### src/rtl/pingpong_frame_reader.sv
// Ping-pong bank reader: streams a freshly filled RAM bank as one valid/ready frame,
// keeps one queued frame request and flags requests that had to be dropped.
module pingpong_frame_reader #(
  parameter int WIDTH = 24,
  parameter int DEPTH = 24,
  parameter int AW    = 8
) (
  input  logic             clk_i,
  input  logic             rst_ni,
  input  logic             buffer_ready_i,
  input  logic             buffer_sel_i,
  output logic             rd_en_o,
  output logic             rd_bank_o,
  output logic [AW-1:0]    rd_addr_o,
  input  logic [WIDTH-1:0] rd_data_i,
  output logic [WIDTH-1:0] m_data_o,
  output logic             m_valid_o,
  output logic             m_last_o,
  input  logic             m_ready_i,
  output logic             frame_done_o,
  output logic             busy_o,
  output logic             overrun_o
);

  typedef enum logic [1:0] {
    IDLE,
    STREAM,
    DRAIN
  } state_t;

  state_t          state;
  state_t          state_nxt;
  logic [AW-1:0]   addr;
  logic [AW-1:0]   addr_nxt;
  logic            bank;
  logic            bank_nxt;
  logic            pend;
  logic            pend_nxt;
  logic            pend_bank;
  logic            pend_bank_nxt;
  logic            ovr;
  logic            ovr_nxt;

  logic [WIDTH-1:0] mem [3];
  logic [2:0]       tag;
  logic [1:0]       wp;
  logic [1:0]       rp;
  logic [1:0]       count;
  logic             inflight;
  logic             inflight_last;
  logic             addr_last;
  logic             fire;

  function automatic logic [1:0] wrap(input logic [1:0] p);
    return (p == 2'd2) ? 2'd0 : p + 2'd1;
  endfunction

  assign addr_last = (addr == AW'(DEPTH - 1));

  // Credit counts the read already in flight, so the FIFO can never overflow.
  assign rd_en_o = (state == STREAM) &&
                   (({1'b0, count} + {2'b0, inflight}) < 3'd3);

  assign rd_bank_o    = bank;
  assign rd_addr_o    = addr;
  assign m_valid_o    = (count != 2'd0);
  assign m_data_o     = mem[rp];
  assign m_last_o     = m_valid_o & tag[rp];
  assign fire         = m_valid_o & m_ready_i;
  assign frame_done_o = (state == DRAIN) & fire & m_last_o;
  assign busy_o       = (state == STREAM) || (state == DRAIN);
  assign overrun_o    = ovr;

  always_ff @(posedge clk_i or negedge rst_ni) begin
    if (!rst_ni) begin
      state     <= IDLE;
      addr      <= '0;
      bank      <= 1'b0;
      pend      <= 1'b0;
      pend_bank <= 1'b0;
      ovr       <= 1'b0;
    end else begin
      state     <= state_nxt;
      addr      <= addr_nxt;
      bank      <= bank_nxt;
      pend      <= pend_nxt;
      pend_bank <= pend_bank_nxt;
      ovr       <= ovr_nxt;
    end
  end

  always_comb begin
    state_nxt     = state;
    addr_nxt      = addr;
    bank_nxt      = bank;
    pend_nxt      = pend;
    pend_bank_nxt = pend_bank;
    ovr_nxt       = ovr;
    unique case (state)
      IDLE: begin
        if (buffer_ready_i) begin
          state_nxt = STREAM;
          bank_nxt  = buffer_sel_i;
          addr_nxt  = '0;
        end
      end
      STREAM: begin
        if (buffer_ready_i) begin
          if (pend) begin
            ovr_nxt = 1'b1;
          end else begin
            pend_nxt      = 1'b1;
            pend_bank_nxt = buffer_sel_i;
          end
        end
        if (rd_en_o) begin
          if (addr_last) begin
            state_nxt = DRAIN;
          end else begin
            addr_nxt = addr + AW'(1);
          end
        end
      end
      DRAIN: begin
        if (frame_done_o) begin
          // Queued request wins; a fresh pulse this cycle takes its slot.
          if (pend) begin
            state_nxt     = STREAM;
            bank_nxt      = pend_bank;
            addr_nxt      = '0;
            pend_nxt      = buffer_ready_i;
            pend_bank_nxt = buffer_ready_i ? buffer_sel_i : pend_bank;
          end else if (buffer_ready_i) begin
            state_nxt = STREAM;
            bank_nxt  = buffer_sel_i;
            addr_nxt  = '0;
          end else begin
            state_nxt = IDLE;
          end
        end else if (buffer_ready_i) begin
          if (pend) begin
            ovr_nxt = 1'b1;
          end else begin
            pend_nxt      = 1'b1;
            pend_bank_nxt = buffer_sel_i;
          end
        end
      end
      default: state_nxt = IDLE;
    endcase
  end

  always_ff @(posedge clk_i or negedge rst_ni) begin
    if (!rst_ni) begin
      for (int i = 0; i < 3; i++) begin
        mem[i] <= '0;
      end
      tag           <= '0;
      wp            <= '0;
      rp            <= '0;
      count         <= '0;
      inflight      <= 1'b0;
      inflight_last <= 1'b0;
    end else begin
      inflight      <= rd_en_o;
      inflight_last <= rd_en_o & addr_last;
      if (inflight) begin
        mem[wp] <= rd_data_i;
        tag[wp] <= inflight_last;
        wp      <= wrap(wp);
      end
      if (fire) begin
        rp <= wrap(rp);
      end
      unique case (1'b1)
        inflight && !fire: count <= count + 2'd1;
        fire && !inflight: count <= count - 2'd1;
        default: ;
      endcase
    end
  end

endmodule
### config.mk
export PLATFORM = sky130hd
export DESIGN_NAME = pingpong_frame_reader
export DESIGN_NICKNAME = d
export VERILOG_FILES = /design/src/rtl/pingpong_frame_reader.sv
export SDC_FILE = /design/constraint.sdc
export NUM_CORES = 1
export LEC_CHECK = 0
export BUFFER_PORTS_ARGS = -buffer_cell sky130_fd_sc_hd__buf_2
export CORE_MARGIN = 5
export CORE_UTILIZATION = 35
export DETAILED_ROUTE_END_ITERATION = 8
export GPL_ROUTABILITY_DRIVEN = 0
export SYNTH_ARGS = -nofsm -noshare
export SYNTH_HDL_FRONTEND = slang
export SYNTH_SLANG_ARGS = --single-unit
export TNS_END_PERCENT = 1
### constraint.sdc
create_clock -name clk_i -period 3.5 [get_ports clk_i]
set_input_delay 0.35 -clock clk_i [delete_from_list [all_inputs] [get_ports clk_i]]
set_output_delay 0.35 -clock clk_i [all_outputs]
set_load 0.01 [all_outputs]
# Word level (Yosys, flattened, before mapping)

Index checks and enable logic that the tools add are counted.

Register bits after elaboration: 97
Bits of input ports: 29

Equality and inequality tests: 13
$lt $le $gt $ge: 7
Reduce and logical (&&, ||, !) cells: 19
Multiplexer cells: 45
Bitwise operators: 7
Add/sub/neg operators: 6

Operator list:

| kind                                                      | number |
|---|---|
| bitwise mux 72 bit                                        | 1 |
| 2-to-1 mux 24 bit                                         | 3 |
| binary-select mux 24 bit (select 2 bit)                   | 1 |
| demux 24 bit (select 2 bit)                               | 1 |
| 2-to-1 mux 8 bit                                          | 5 |
| one-hot mux 8 bit (3 select lines)                        | 1 |
| 2-to-1 mux 1 bit                                          | 18 |
| 2-to-1 mux 2 bit                                          | 6 |
| inequality test 2 bit (second input constant)             | 6 |
| adder 8 x 1 -> 8 bit (second input constant)              | 1 |
| equality test 8 x 5 -> 1 bit (second input constant)      | 1 |
| one-hot mux 1 bit (2 select lines)                        | 4 |
| AND reduction 4 bit                                       | 2 |
| nonzero test 2 bit                                        | 4 |
| adder 2 x 1 -> 2 bit (second input constant)              | 3 |
| equality test 2 bit (second input constant)               | 3 |
| greater-or-equal comparator 3 bit (second input constant) | 2 |
| < comparator 2 x 3 -> 1 bit (second input constant)       | 2 |
| inequality test 3 bit (second input constant)             | 2 |
| inverter 2 -> 3 bit                                       | 2 |
| one-hot mux 2 bit (3 select lines)                        | 1 |
| bitwise AND 1 bit                                         | 5 |
| logical AND 1 bit                                         | 5 |
| one-hot mux 2 bit (2 select lines)                        | 1 |
| 15 further kinds                                          | 17 |

# Depth between registers and ports, before layout

Gate-level depths: netlist of run 1.

Word-level depth: 6
Mapped depth: 8
Mapped depth without buffers: 7

# Worst setup path before layout of run 1

Ideal clock, no wire load.

Path type: flip-flop to flip-flop
From: register count[0]
To: register addr[4], in the netlist rd_addr_o[4]
Setup slack: 1.485 ns
Data required time: 3.364 ns
Arrival: 1.879 ns
Library setup time: 0.136 ns
Buffers on the path: 1
Cell stages (with the launch flop): 9
Path through: dfrtp_1 > ha_1 > ha_1 > a21o_1 > a21oi_1 > o211a_1 > buf_2 > nor2b_1 > a31oi_1

Cells in the longest elaborated chain, start to end: 6

Ends and longest elaborated chain:

| element                                                                      | line | RTL |
|---|---|---|
| start, declared                                                              | 48   | `logic [1:0] count;` |
| start signal, assigned                                                       | 176  | `inflight && !fire: count <= count + 2'd1;` |
| start signal, assigned                                                       | 177  | `fire && !inflight: count <= count - 2'd1;` |
| parallel branches: the longest is 5 deep, another holds adder 2 x 1 -> 3 bit | n/a  |  |
| AND reduction 4 bit (no line) *                                              | n/a  |  |
| end signal, assigned                                                         | 84   | `addr <= addr_nxt;` |
| end, declared                                                                | 33   | `logic [AW-1:0] addr;` |

Every way passes the cells marked *.
A chain may end at the register's enable or synchronous reset.

# Final worst setup path of run 1

From: register rp[1]
To: output port frame_done_o

Cells in the longest elaborated chain, start to end: 4

Ends and longest elaborated chain:

| element                                | line | RTL |
|---|---|---|
| start, declared                        | 47   | `logic [1:0] rp;` |
| start signal, assigned                 | 173  | `rp <= wrap(rp);` |
| binary-select mux 1 bit (select 2 bit) | 68   | `assign m_last_o = m_valid_o & tag[rp];` |
| 2-to-1 mux 1 bit (implied by the code) | 68   |  |
| bitwise AND 1 bit                      | 68   |  |
| bitwise AND 1 bit                      | 70   | `assign frame_done_o = (state == DRAIN) & fire & m_last_o;` |
| end, declared                          | 20   | `output logic frame_done_o,` |

No other way between the ends. The select of a mux whose other input is x is not followed.

==> impl_metrics.ini, run 1 <==
[run_status]
status = finished with violations
violations = negative hold slack

[timing]
fin_setup_tns_ps = 0
hold_viol_final = 12
finClkSkew_ps = 9.18
final.period_utilization_pct = 74.1
min_period_ps = 2590
max_clock_freq_mhz = 386
tightest_slew_ps = 855
slew_violations = 0
hold_slack_ps = -12.4
grt_setup_unrepaired = no
setup_violations = 0
slew_headroom_pct = 43.0

[power_and_ir_drop]
power_per_cell_area_nw_per_um2 = 932
switchingPower_mw = 1.81
cellLeakagePower_nw = 2.40
sw_frac_of_total_pct = 36.1
p_clk_share_pct = 19.6
combPwrFrac_pct = 41.1
p_seq_share_pct = 39.3
ir_worst_vdd_v = 0.000319
p_int_mw = 3.22

[die]
die_y_um = 124
boundaryPins = 68
coreArea_um2 = 12700
start_util_pct = 35.9
row_count = 41
dieArea_um2 = 15400
die_w_um = 124

[drt]
route.detailed.wl_per_inst_um = 16.0
vias = 3082
firstDrtPassIters = 4
ant_nets = 0
drc = 0
drt-vias-per-instance = 4.97
wirelength_um = 9930
drt-initial-drc-count = 100

[final_layout]
stdcell_area_um2 = 5400
n_antenna_cell = 0
fin_nets = 480
area_delta_synth_final_pct = 18.2
layout_commonest_cell = dfrtp_1
final_cell_mix = 96 x dfrtp_1, 66 x buf_2, 56 x mux2_2, 33 x nand2_1, 29 x o21ai_0
fin_cells = 620
post-route-util_pct = 42.4
drive_gt1_share_pct = 33.7

[clocking]
htreeDepth = 3
cts.sinks = 97
clk-insertion-delay-late_ps = 340
ctsResizeCount = 0
cts-root-buf = clkbuf_16
cts_tree = built
cts_hold_buf = 0
post_cts_buffers = 0
cts_buffers = 9
cts_buffer_depth = 2
clk_pin_slew_ps = 70

[synthesis]
netlist_instances = 376
synth_warnings = 0
avgSynthCellArea_um2 = 12.1
ys_types = 44
ys_seq_area_share_pct = 53.1
synth_top_flop_cell = dfrtp_1
syn_nets = 413
postSynth.asyncResetShare_pct = 100
syn_area_um2 = 4570
synth_edf_count = 0
ys_ff_latch = 97

[critical_path]
end_kind = output port
slowest_delay_ps = 930
r2r_slack_ps = 1150
r2r-start = count[0]
critPathCapture = frame_done_o
crit_type = reg -> out
r2r-end = rd_addr_o[4]
required_ps = 3150
r2r_cells = 7
worst_path_max_delay_cell = dfrtp_2
critPathTopFamily = flip-flops
cp_max_fo = 29
startpoint = rp[1]
crit_path_start_kind = flip-flop
crit_chain = mux2i_1, mux2_2, nor2_1, buf_2
arrival_ps = 2240
path_depth = 4
critPathBufInv = 1

[global_route]
overflow = 0
grt_usage_pct = 13.3
grt_pass1_vias = 3343
antenna_found_initial = 1
grt_pass1_wl_um = 16800
grt_max_degree = 43

[placement]
port_buffers = 67
placed_cells = 604
hpwl_um = 6780
place_area_um2 = 5100

[min_path]
holdCritPathClass = in -> async

[flow_run]
cap_violations = 0
worst min-delay path by stage:
stage	start	endpoint	slack (ps)	cells past startpoint
final	rst_ni	mem[27]	-10	1
after global routing	rst_ni	mem[27]	30	1
after CTS	rst_ni	mem[24]	5	1
after detailed placement	rst_ni	mem[26]	380	1
after global placement	rst_ni	mem[26]	370	1
after floorplan	rst_ni	count[0]	50	0
Yosys cell counts (all sizes together) (6+ instances only):
library cell	instances	area [um^2]
clkbuf	11	41.3
nand2	33	124
a21oi	11	55.1
mux2	79	890
o21ai	31	155
buf	7	40.0
inv	10	37.5
nor2	8	30.0
mux2i	26	260
nand3	6	30.0
dfrtp	97	2430
ha	8	100
sequential cells by signal, indices dropped and copies added (netlist names):
register       cells
inflight           1
count              2
rd_bank_o          1
mem               72
rd_addr_o          8
wp                 2
state              2
rp                 2
pend_bank          1
tag                3
inflight_last      1
overrun_o          1
pend               1
routing by layer:
metal	share of wire, %	up-vias	track usage (%)
met5	0.11	-	0
met3	5.5	15	4.55
met4	1.3	2	3.68
li1	-	1486	-
met2	48	67	22.0
met1	45	1512	16.4
power by group through the flow:
stage	Clock, mW	Combinational [mW]	Sequential, mW
2_1_floorplan	0	1.52	1.85
3_3_place_gp	0	2.06	1.98
3_5_place_dp	0	2.11	2.01
4_1_cts	1.02	2.12	1.98
5_1_grt	1.06	2.32	2.05
6_report	0.983	2.07	1.98
final cells by class:
| cell class | instances | area [um^2] |
|---|---|---|
| well taps | 172 | 215 |
| clock inverters | 5 | 63.8 |
| flip-flops and latches | 97 | 2430 |
| repair buffers | 74 | 390 |
| multi-input cells | 251 | 2030 |
| clock buffers | 11 | 233 |
| fillers | 1249 | 7320 |
| inverters | 10 | 37.5 |
metrics by stage:
step	setup slack (ps)	total power, mW	hold WS [ps]
2_1_floorplan	1490	3.37	54.4
3_3_place_gp	1170	4.03	369
3_5_place_dp	1150	4.12	375
4_1_cts	859	5.12	4.68
5_1_grt	714	5.43	28.8
6_report	906	5.03	-12.4
logic make-up (layout without fill, tap and decap cells):
| kind of cell | Yosys count | after routing | share of synthesized area, % |
|---|---|---|---|
| flip-flops | 97 | 97 | 53.1 |
| AO/OA/AOI/OAI | 62 | 62 | 8.19 |
| buffers and inverters | 28 | 100 | 2.60 |
| multiplexers | 105 | 105 | 25.2 |
| adder cells (fa/ha/maj) | 8 | 8 | 2.19 |
| XOR/XNOR | 3 | 3 | 0.575 |
| AND/OR/NAND/NOR | 73 | 73 | 8.13 |
No activity file was read; power rests on OpenSTA's default activity.
==> inputs of run 2 (changes only) <==
==> constraint.sdc (replaced) <==
create_clock -name clk_i -period 2.3 [get_ports clk_i]
set_input_delay 0.23 -clock clk_i [delete_from_list [all_inputs] [get_ports clk_i]]
set_output_delay 0.23 -clock clk_i [all_outputs]
set_load 0.01 [all_outputs]
==> run 2 against run 1 <==
Against the previous run: critical path depth is 1 higher; combinational power is 60% higher; core utilization is 0.89 points higher; flip-flop and latch count stayed put; hold slack better by 130 ps; sequential power is 48% higher; largest power group unchanged; non-clock buffer count is 8 higher; via count is 1.5% higher; design area is 2.1% higher; routed wire length is 1.1% lower; sequential share of layout area is 0.92 points lower; largest cell class unchanged; the flow now finishes without violations.
==> impl_metrics.ini, run 2 (synthesized netlist as in run 1, its figures left out) <==
[drt]
drt-vias-per-instance = 4.99
route.detailed.wl_per_inst_um = 15.7
vias = 3129
drt-initial-drc-count = 155
wirelength_um = 9820
firstDrtPassIters = 4
drc = 0
ant_nets = 0

[final_layout]
multi_input_area_um2 = 2030
area_delta_synth_final_pct = 20.7
seq_area_um2 = 2430
drive_gt1_share_pct = 34.9
largest_register_ffs = 72
fin_nets = 488
n_antenna_cell = 0
regMostFlops = mem
post-route-util_pct = 43.3
layout_commonest_cell = dfrtp_1
fillerInstances = 1244
final_cell_mix = 96 x dfrtp_1, 66 x buf_2, 56 x mux2_2, 33 x nand2_1, 29 x o21ai_0

[timing]
setup_violations = 0
finClkSkew_ps = 5.59
fin_setup_tns_ps = 0
min_period_ps = 2160
slew_headroom_pct = 63.1
grt_setup_unrepaired = no
hold_viol_final = 0
hold_slack_ps = 119
slew_violations = 0
max_clock_freq_mhz = 462
final.period_utilization_pct = 94.1
tightest_slew_ps = 554

[run_status]
status = completed

[clocking]
cts_tree = built
clk_pin_slew_ps = 60
post_cts_buffers = 0
htreeDepth = 3
cts-root-buf = clkbuf_16
cts_buffers = 9
cts.sinks = 97
clk-insertion-delay-late_ps = 340
cts_buffer_depth = 2

[critical_path]
startpoint = rp[0]
worst_path_max_delay_cell = dfrtp_1
crit_path_start_kind = flip-flop
arrival_ps = 1930
crit_type = reg -> out
cp_max_fo = 19
r2r-start = rd_addr_o[0]
slowest_delay_ps = 540
end_kind = output port
required_ps = 2070
critPathTopFamily = flip-flops
r2r_slack_ps = 210
crit_chain = nor2b_2, buf_12, nand2_1, o21ai_0, buf_2
critPathBufInv = 2

[die]
dieArea_um2 = 15400
boundaryPins = 68
start_util_pct = 35.9
row_count = 41
die_y_um = 124
die_w_um = 124
coreArea_um2 = 12700

[global_route]
overflow = 0
grt_max_degree = 43
grt_pass1_wl_um = 16800
grt_pass1_vias = 3283
antenna_found_initial = 2
grt_usage_pct = 13.1

[power_and_ir_drop]
power_per_cell_area_nw_per_um2 = 1420
ir_worst_vdd_v = 0.000653
cellLeakagePower_nw = 2.45

[flow_run]
cap_violations = 0

[min_path]
holdCritPathClass = in -> reg
hold_start = buffer_sel_i

[placement]
port_buffers = 67
hpwl_um = 6980
## run 2: layout make-up
class	count	area share, %
Timing Repair Buffer	82	8.67
Clock buffer	11	4.40
Clock inverter	4	1.38
Tap cell	172	3.90
Inverter	10	0.681
Sequential cell	97	44.1
Multi-Input combinational cell	251	36.9
## run 2: through the flow
step	power (mW)	instance area [um^2]	setup slack [ps]	std cells
floorplan	5.14	4570	285	376
global placement	6.24	5180	259	611
detailed placement	6.36	5180	173	611
CTS	7.98	5510	118	627
global route	8.42	5510	22.9	627
finish	7.84	5510	137	627
## run 2: repair_timing
action | in CTS | in global routing
setup endpoints to repair | 0 | 1
hold buffers | 1 | 0
endpoints found under the hold margin | 40 | 0
resized for setup | 0 | 1
## run 2: metal layers
metal | up-vias | wire length, um | global-route usage (%)
met5 | - | 23 | 0
met3 | 12 | 573 | 4.85
met4 | 4 | 102 | 2.90
li1 | 1483 | - | -
met1 | 1565 | 4310 | 16.2
met2 | 65 | 4810 | 22.0
## run 2: power breakdown
part | internal (mW) | leakage, nW | switching (mW) | total [mW]
Combinational | 1.66 | 1.14 | 1.66 | 3.31
Sequential | 2.48 | 1.16 | 0.462 | 2.94
Clock | 0.980 | 0.152 | 0.611 | 1.59
Total | 5.11 | 2.45 | 2.73 | 7.84
## run 2: worst paths after layout
kind | endpoint | cells past startpoint
min in group asynchronous | mem[27] | 2
hold reg to reg | overrun_o | 1
setup reg to reg | state[0] | 6
max in group asynchronous | mem[64] | 3
hold / removal | pend_bank | 2
setup / recovery | m_data_o[4] | 5
==> inputs of run 3 (changes only) <==
--- a/config.mk
+++ b/config.mk
@@ -10,6 +10,7 @@
 export CORE_UTILIZATION = 35
 export DETAILED_ROUTE_END_ITERATION = 8
 export GPL_ROUTABILITY_DRIVEN = 0
+export GPL_TIMING_DRIVEN = 0
 export SYNTH_ARGS = -nofsm -noshare
 export SYNTH_HDL_FRONTEND = slang
 export SYNTH_SLANG_ARGS = --single-unit
==> run 3 against run 2 <==
Against the previous run: first-iteration DRC count grew 34%; global-route usage grew 0.37 points; combinational power grew 1%; final cell count grew 0.96%; critical path depth grew 1; clock power is essentially flat; via count shrank 0.22%; clock skew grew 2.3 ps; hold slack gained 7.7 ps; sequential power shrank 2%; die area is the same.
==> impl_metrics.ini, run 3 (synthesized netlist as in run 1, its figures left out) <==
[drt]
drt-initial-drc-count = 208
ant_nets = 0
wirelength_um = 9990
vias = 3122
route.detailed.wl_per_inst_um = 15.8
drc = 0
drt-vias-per-instance = 4.93
firstDrtPassIters = 4

[placement]
port_buffers = 67
dp_slack_ps = -44.5
hpwl_um = 7030
placed_cells = 616

[die]
die_y_um = 124
start_util_pct = 35.9
coreArea_um2 = 12700
boundaryPins = 68
die_w_um = 124
dieArea_um2 = 15400
row_count = 41

[power_and_ir_drop]
total_power_mw = 7.83
cellLeakagePower_nw = 2.46
power_per_cell_area_nw_per_um2 = 1420
ir_worst_vdd_v = 0.000597

[critical_path]
crit_path_start_kind = flip-flop
cp_max_fo = 7
end_kind = flip-flop
required_ps = 2520
slowest_delay_ps = 470
worst_path_max_delay_cell = dfrtp_1
crit_chain = ha_2, nand4bb_1, nor4b_4, nand2_1, a211oi_2, mux2_1
arrival_ps = 2360
crit_type = reg -> reg

[run_status]
status = completed

[timing]
finClkSkew_ps = 7.86
final.period_utilization_pct = 92.9
setup_slack_ps = 164
tightest_slew_ps = 723
hold_viol_final = 0
setup_violations = 0
slew_violations = 0
hold_slack_ps = 126
slew_headroom_pct = 51.5
grt_setup_unrepaired = no
max_clock_freq_mhz = 468
min_period_ps = 2140

[final_layout]
fin_nets = 493
drive_gt1_share_pct = 34.7
largest_register_ffs = 72
final_cell_mix = 97 x dfrtp_1, 71 x buf_2, 56 x mux2_2, 33 x nand2_1, 29 x o21ai_0
fillerInstances = 1269
layout_commonest_cell = dfrtp_1
regMostFlops = mem
area_delta_synth_final_pct = 20.7
fin_cells = 633
n_antenna_cell = 0

[clocking]
cts.sinks = 97
clk-insertion-delay-late_ps = 350
cts-root-buf = clkbuf_16
cts_tree = built
cts_buffer_depth = 2
htreeDepth = 3
cts_buffers = 9
clk_pin_slew_ps = 70

[min_path]
holdCritPathClass = in -> reg

[global_route]
grt_pass1_wl_um = 16900
grt_usage_pct = 13.5
antenna_found_initial = 1
overflow = 0
grt_pass1_vias = 3370
grt_max_degree = 71

[flow_run]
cap_violations = 0
==> run 3: cell count changes in the layout (fill, tap and decap cells not counted), sizes merged <==
cell / previous run / this run
bufinv: 2 / 1
clkinvlp: 1 / 0
clkbuf: 11 / 23
clkdlybuf4s15: 0 / 1
buf: 81 / 74
clkinv: 0 / 1
inv: 11 / 12
==> run 3: area by class of cell <==
type                       instances  area, um^2  area share, %
sequential                        97        2430           44.0
multi-input combinational        251        2030           36.9
timing repair buffer              69         375           6.81
clock buffer                      12         267           4.83
tap                              172         215           3.90
buffer                            18         103           1.86
clock inverter                     4        56.3           1.02
inverter                          10        37.5          0.681
==> run 3: worst paths after layout <==
path                             end  slack [ps]     startpoint  cells past startpoint
hold reg to reg            overrun_o         490      overrun_o                      1
setup reg to reg            state[0]         160   rd_addr_o[0]                      6
min in group asynchronous    mem[53]         350         rst_ni                      2
setup / recovery            state[0]         160   rd_addr_o[0]                      6
hold / removal               mem[13]         130  rd_data_i[13]                      2
max in group asynchronous    mem[42]        1300         rst_ni                      3
==> run 3: what timing repair did <==
action	4_1_cts	5_1_grt
hold buffers	1	0
setup endpoints to repair	20	13
endpoints found under the hold margin	27	0
cloned	0	0
setup buffers	0	0
resized for setup	10	5
==> run 3: power breakdown <==
part / switching (mW) / total (mW) / internal, mW
Combinational: 1.72 / 3.35 / 1.64
Sequential: 0.417 / 2.89 / 2.47
Clock: 0.643 / 1.58 / 0.942
==> run 3: per-layer routing <==
metal / global-route usage (%) / part of all wire, % / up-vias
li1: - / - / 1500
met1: 16.1 / 44 / 1547
met2: 23.0 / 49 / 62
met3: 5.27 / 6.2 / 11
met4: 3.09 / 0.90 / 2
met5: 0 / 0.11 / -
==> run 3: worst max-delay path: cells and delay by family (launching register included) <==
family	cells	cell delay (ps)
AOI/OAI and AO/OA	1	230
adders and majority gates	1	290
DFF	1	470
muxes	1	340
and+or+nand+nor	3	680
==> run 3: metrics by stage <==
stage	utilization [%]	setup TNS [ps]	area (um^2)
after global placement	40.2	-192	5120
final	43.4	0	5520
after global routing	43.4	0	5520
after CTS	43.3	0	5500
after detailed placement	40.5	-201	5150
after floorplan	-	0	4570
